--- src/rtl/record_arbiter.sv ---
// Two-source record arbiter feeding a single host-bound sample path.
// Source 0 wins by default; source 1 is guaranteed a slot after BURST back-to-back source 0 grants.
module record_arbiter #(
  parameter int unsigned WIDTH = 48,
  parameter int unsigned BURST = 4,
  parameter int unsigned CNT_W = 32
) (
  input  logic             clk,
  input  logic             reset_n,
  input  logic             enable,

  input  logic             src0_rdy,
  input  logic [WIDTH-1:0] src0_sample,
  output logic             src0_req,

  input  logic             src1_rdy,
  input  logic [WIDTH-1:0] src1_sample,
  output logic             src1_req,

  output logic             out_rdy,
  output logic [WIDTH-1:0] out_sample,
  output logic             out_src,
  input  logic             out_req,

  output logic [CNT_W-1:0] gnt_cnt0,
  output logic [CNT_W-1:0] gnt_cnt1
);

  localparam logic [7:0] BurstMax = 8'(BURST);

  logic [7:0]       burst_q, burst_d;
  logic             out_rdy_q;
  logic [WIDTH-1:0] out_sample_q;
  logic             out_src_q;
  logic [CNT_W-1:0] gnt_cnt0_q, gnt_cnt1_q;

  logic slot_free;
  logic can_grant;
  logic starved;
  logic grant0;
  logic grant1;

  // Grants are gated by reset so no source is popped while reset is held.
  always_comb begin
    slot_free = ~out_rdy_q | out_req;
    can_grant = reset_n & enable & slot_free;
    starved   = (burst_q >= BurstMax);
    grant0    = can_grant & src0_rdy & (~src1_rdy | ~starved);
    grant1    = can_grant & src1_rdy & (~src0_rdy | starved);
  end

  // Burst counter tracks source 0 wins while source 1 waits; frozen while disabled.
  always_comb begin
    burst_d = burst_q;
    if (enable) begin
      if (!src1_rdy) begin
        burst_d = 8'd0;
      end else if (grant1) begin
        burst_d = 8'd0;
      end else if (grant0 && !starved) begin
        burst_d = burst_q + 8'd1;
      end
    end
  end

  always_ff @(posedge clk) begin
    if (!reset_n) begin
      burst_q      <= 8'd0;
      out_rdy_q    <= 1'b0;
      out_sample_q <= '0;
      out_src_q    <= 1'b0;
      gnt_cnt0_q   <= '0;
      gnt_cnt1_q   <= '0;
    end else begin
      burst_q <= burst_d;
      if (grant0) begin
        out_rdy_q    <= 1'b1;
        out_sample_q <= src0_sample;
        out_src_q    <= 1'b0;
        gnt_cnt0_q   <= gnt_cnt0_q + CNT_W'(1);
      end else if (grant1) begin
        out_rdy_q    <= 1'b1;
        out_sample_q <= src1_sample;
        out_src_q    <= 1'b1;
        gnt_cnt1_q   <= gnt_cnt1_q + CNT_W'(1);
      end else if (out_req) begin
        out_rdy_q <= 1'b0;
      end
    end
  end

  assign src0_req   = grant0;
  assign src1_req   = grant1;
  assign out_rdy    = out_rdy_q;
  assign out_sample = out_sample_q;
  assign out_src    = out_src_q;
  assign gnt_cnt0   = gnt_cnt0_q;
  assign gnt_cnt1   = gnt_cnt1_q;

endmodule

--- config.mk ---
export PLATFORM = sky130hd
export DESIGN_NAME = record_arbiter
export DESIGN_NICKNAME = d
export VERILOG_FILES = /design/src/rtl/record_arbiter.sv
export SDC_FILE = /design/constraint.sdc
export NUM_CORES = 1
export LEC_CHECK = 0
export CORE_ASPECT_RATIO = 2
export CORE_MARGIN = 4
export CORE_UTILIZATION = 49
export CTS_BUF_LIST = sky130_fd_sc_hd__clkbuf_4 sky130_fd_sc_hd__clkbuf_8
export DETAILED_ROUTE_END_ITERATION = 16
export HOLD_SLACK_MARGIN = 0.15
export PLACE_DENSITY = 0.95
export SLEW_MARGIN = 0
export SYNTH_ARGS = -nofsm -noshare
export SYNTH_HDL_FRONTEND = slang
export SYNTH_SLANG_ARGS = --single-unit
--- constraint.sdc ---
create_clock -name clk -period 5 [get_ports clk]
set_clock_uncertainty 0.1 [all_clocks]
set_input_delay 1 -clock clk [delete_from_list [all_inputs] [get_ports clk]]
set_output_delay 1 -clock clk [all_outputs]
set_load 0.01 [all_outputs]
# Word level (Yosys, flattened, before mapping)
# Index checks and enable logic that the tools add are counted.
dict set report word_totals {
  regBits 122
  inputBits 102
  word_cells 41
}
dict set report classes {
  n_addsub 3
  n_lt_le_gt_ge 1
  eq_ne 1
  muxes 8
  bitwise 15
  reduce_logical 7
}
# cell n
set op_table {}
lappend op_table {{$mux 48} 2}
lappend op_table {{$add 32x1->32 const B} 2}
lappend op_table {{$mux 8} 3}
lappend op_table {{$add 8x1->8 const B} 1}
lappend op_table {{$ge 8x3->1 const B} 1}
lappend op_table {{$and 1x1->1} 6}
lappend op_table {{$not 1->1} 6}
lappend op_table {{$reduce_and 2->1} 2}
lappend op_table {{$mux 1} 3}
lappend op_table {{$ne 3x1->1 const B} 1}
lappend op_table {{$or 1x1->1} 3}
lappend op_table {{$reduce_bool 3->1} 1}
lappend op_table {{$reduce_bool 2->1} 1}
lappend op_table {{$reduce_or 2->1} 1}
lappend op_table {{$logic_and 1x1->1} 1}
lappend op_table {{$logic_not 1->1} 1}

# Logic depth before layout (Yosys ltp)
dict set report logic_depth {
  ltp_word 9
  mapped_depth 8
  mapped_depth_nobuf 6
}

# Worst setup path before layout
# Ideal clock, no wire load.
dict set report synth_timing {
  path_kind {input -> output}
  startpoint {input reset_n}
  endpoint {output src0_req}
  arrival_time_ns 1.992
  t_required_ns 3.900
  slack_ns 1.908
  cell_stages 6
  path_cell_list {clkbuf_1 -> and4_1 -> buf_2 -> nand2_2 -> inv_2 -> buf_2}
}
dict set report synth_between {
  elab_chain_cells 4
}
# item line_no
set synth_lines {}
lappend synth_lines {{start, declared} 9} ;# input logic reset_n,
lappend synth_lines {{$and 1x1->1 (2 in a row)} 46} ;# can_grant = reset_n & enable & slot_free;
lappend synth_lines {{$and 1x1->1 (2 in a row)} 48} ;# grant0 = can_grant & src0_rdy & (~src1_rdy | ~starved);
lappend synth_lines {{end, declared} 14} ;# output logic src0_req,
# Every way passes these cells.

# Worst setup path in the final report
dict set report layout_timing {
  startpoint {input out_req}
  endpoint {output src0_req}
}
dict set report layout_between {
  elab_chain_cells 4
}
# item line_no
set layout_lines {}
lappend layout_lines {{start, declared} 23} ;# input logic out_req,
lappend layout_lines {{$or 1x1->1} 45} ;# slot_free = ~out_rdy_q | out_req;
lappend layout_lines {{$and 1x1->1} 46}
lappend layout_lines {{$and 1x1->1 (2 in a row)} 48}
# Every way passes these cells.

==> results by group <==
Timing
  • Worst slew margin: 48.44%
  • Unrepaired setup endpoints after global routing: no
  • Fmax: around 250 MHz
  • Final Critical Period: 4040 ps
  • Tcrit/Tclk final: 80.80%
  • Total negative slack: 0 ps
  • Final setup vio count: 0
  • Final hold violations: 0
  • Worst slew pin tran: 773.5 ps
  • Pins Over Slew Limit: 0

Clock network
  • Clock Sinks: about 120
  • Total CTS buffers: 17
  • CTS tree: yes
  • Worst-Skew Late Latency: 440 ps
  • Max clock buf depth: 2
  • Post-CTS Setup Bufs: 0
  • Clock transition at path regs: 70 ps
  • Post-CTS Resized: 0
  • CTS root buf: clkbuf_8
  • H-Tree Depth: 4
  • Post-cts hold buffer count: 0

Logic synthesis
  • Mapped Area: ~5500 um2
  • EDFF count, synth: 0
  • Seq/Total Area, Yosys: 44.06%
  • Post-Syn Area per Cell: 8.080 um2
  • Synth Warn #: 0
  • Async set or reset register ratio after synthesis: 0%
  • Synth unique cells: 45
  • Main flop type after synthesis: dfxtp_1
  • Syn_nets: about 800
  • FF+latch count, synth: 122
  • Syn Inst Count: 686

Finish
  • # diodes: 0
  • Most frequent cells in the layout: clkdlybuf4s50_1 (216), nand2_1 (123), dfxtp_1 (122)
  • Layout area overhead: 48.56%
  • Multi-input logic area: 2864 um2
  • Layout cells sized above 1: 6.020%
  • Most common cell after layout, fill and taps aside: clkdlybuf4s50_1
  • Fill count: around 730
  • Nets: 991
  • Register Area: 2442 um2

Floorplan
  • DIE AREA: between 10000 and 15000 um2
  • Starting Density: 50.33%
  • Top-Level Pins: 218
  • Core ar.: 11010 um2
  • Num rows: 54
  • Die Wd: 83.21 um
  • Die height: 158.4 um

Pwr
  • Total power: approximately 2.4 mW
  • Clk pwr share: 44.9%
  • Comb pwr share: a little under an eighth
  • Sw power: 542.0 uW
  • Power Internal: about 1.8 mW
  • Largest vdd supply drop: 0.2330 mV
  • Static leakage: 2.915 nW
  • Net Sw Frac: 22.98%
  • Pwr Density: 286.5 nW/um2
  • Seq pwr share: 43.4%

Min path
  • Hold_sp: gnt_cnt0[27]$_SDFFE_PN0N_
  • WHS Endpoint: gnt_cnt0[27]$_SDFFE_PN0N_
  • Hold WC Path Type: flop to flop
  • WHS Path Cells: 2

Critical path
  • WP data required: 3900 ps
  • Worst reg2reg startpoint: gnt_cnt1[2]$_SDFFE_PN0P_
  • Crit. End Element: output port
  • CP peak stage delay: 590 ps
  • Critical Path AT: 2940 ps
  • CP cell instances: clkdlybuf4s50_1, nand2b_1, and4_1, nand2_2, inv_2, clkdlybuf4s50_1
  • RR Endpoint: gnt_cnt1[19]$_SDFFE_PN0P_
  • CP startpoint kind: primary input
  • Crit path kind: primary input to output port
  • CP max FO: 8
  • FF-to-FF setup slack: roughly 2600 ps
  • CP most frequent cell: clkdlybuf4s50_1
  • Crit path max-delay cell type: clkdlybuf4s50_1
  • Worst reg-to-reg path cell count: 5

Placement
  • Dpl hpwl: 12930 um
  • I/O Buffers: 217
  • RePlAce Congestion: 0.8523

Route
  • DRT iter0 DRCs: 389
  • DRT Pass-1 Iters: 5
  • Via/cell ratio: 5.786
  • Routed Wire Length: 17850 um
  • DRC violations left: 0
  • Vias: 6000
  • Routed len/inst: roughly 17 um
  • Antenna Nets Post-Route: 0

Global route
  • Antenna violations before repair: 0
  • Met1 usage: 25.34%
  • Global-route wire length before repair: ~28000 um
  • Number of global-route vias before repair: approximately 5900
  • GRT overflow: 0
  • Busiest grt layer: met2
  • Met2 Usage GRT: 50.11%
  • Grt met3 use: 7.975%
  • Total GRT Usage: a little over a quarter
  • Largest net degree at the start of global routing: 97

Outcome
  • Status: complete, no violations

Job
  • Number of max-cap violations: 0
[critical path: cells and delay by family]
kind	cells	cell delay, ps
and+or+nand+nor	3	800
buffers and inverters	3	1130
[worst max-delay path by stage]
stage                       start       end  slack, ps  depth (start not counted)
final                     out_req  src0_req        960                          6
after global routing      out_req  src0_req        860                          6
after detailed placement  out_req  src0_req        980                          6
after floorplan           reset_n  src0_req       1910                          6
after global placement    out_req  src0_req       1000                          6
after CTS                 out_req  src0_req        960                          6
[area by class of cell]
| cell class | count | area share, % |
|---|---|---|
| timing repair buffer | 225 | 27.05 |
| tap | 140 | 2.127 |
| clock inverter | 12 | 2.690 |
| clock buffer | 19 | 3.100 |
| inverter | 13 | 0.5926 |
| multi-input combinational | 506 | 34.78 |
| sequential | 122 | 29.66 |
[state kept, by name (all words and copies together) (netlist names)]
signal	cells
burst_q	8
gnt_cnt0	32
gnt_cnt1	32
out_rdy	1
out_sample	48
out_src	1
[synth_stat cells (all sizes together) (10+ instances only)]
master	number	area, um2
nand2	125	471.7
nor2	45	168.9
o21ai	68	340.3
buf	13	70.06
nor4	10	68.81
o31ai	11	82.58
and4	15	133.9
and3	10	62.56
nand3	26	135.1
a21oi	25	125.1
xor2	17	148.9
a31oi	49	306.5
nand4	28	196.4
dfxtp	122	2442
inv	13	48.79
or3	17	106.4
clkbuf	32	120.1
xnor2	14	122.6
[power by group through the flow]
stage	logic (mW)	clock network, mW	registers [mW]
2_1_floorplan	0.0885	0	1.06
3_5_place_dp	0.275	0	1.04
3_3_place_gp	0.270	0	1.04
4_1_cts	0.277	1.06	1.02
6_report	0.276	1.06	1.02
5_1_grt	0.298	1.10	1.03
[routing by layer]
layer  share of wire [%]  wire length [um]
met1                  34              6023
met2                  54              9672
met3                 8.0              1435
met4                 4.0               722
met5                   0                 0
[per-stage QoR]
step | util [%] | hold WS [ps] | cell area [um2] | cells | setup WS, ps
final | 74.77 | 393.2 | 8234 | 1037 | 960.2
after global routing | 74.77 | 404.1 | 8234 | 1037 | 861.8
after CTS | 74.77 | 393.8 | 8234 | 1037 | 964.6
after detailed placement | 70.44 | 379.9 | 7757 | 1006 | 983.0
after global placement | 70.44 | 360.9 | 7757 | 1006 | 1004
after floorplan | - | 368.5 | 5543 | 686 | 1908
[logic make-up (layout without fill, tap and decap cells)]
group / after synthesis / count (layout) / synth area share [%]
AO/OA/AOI/OAI: 164 / 164 / 17.02
buffers and inverters: 58 / 269 / 4.311
multiplexers: 7 / 7 / 1.264
XOR/XNOR: 31 / 31 / 4.898
flip-flops: 122 / 122 / 44.06
AND/OR/NAND/NOR: 300 / 300 / 27.54
adder cells (fa/ha/maj): 4 / 4 / 0.9030
(Power assumes the default switching activity.)
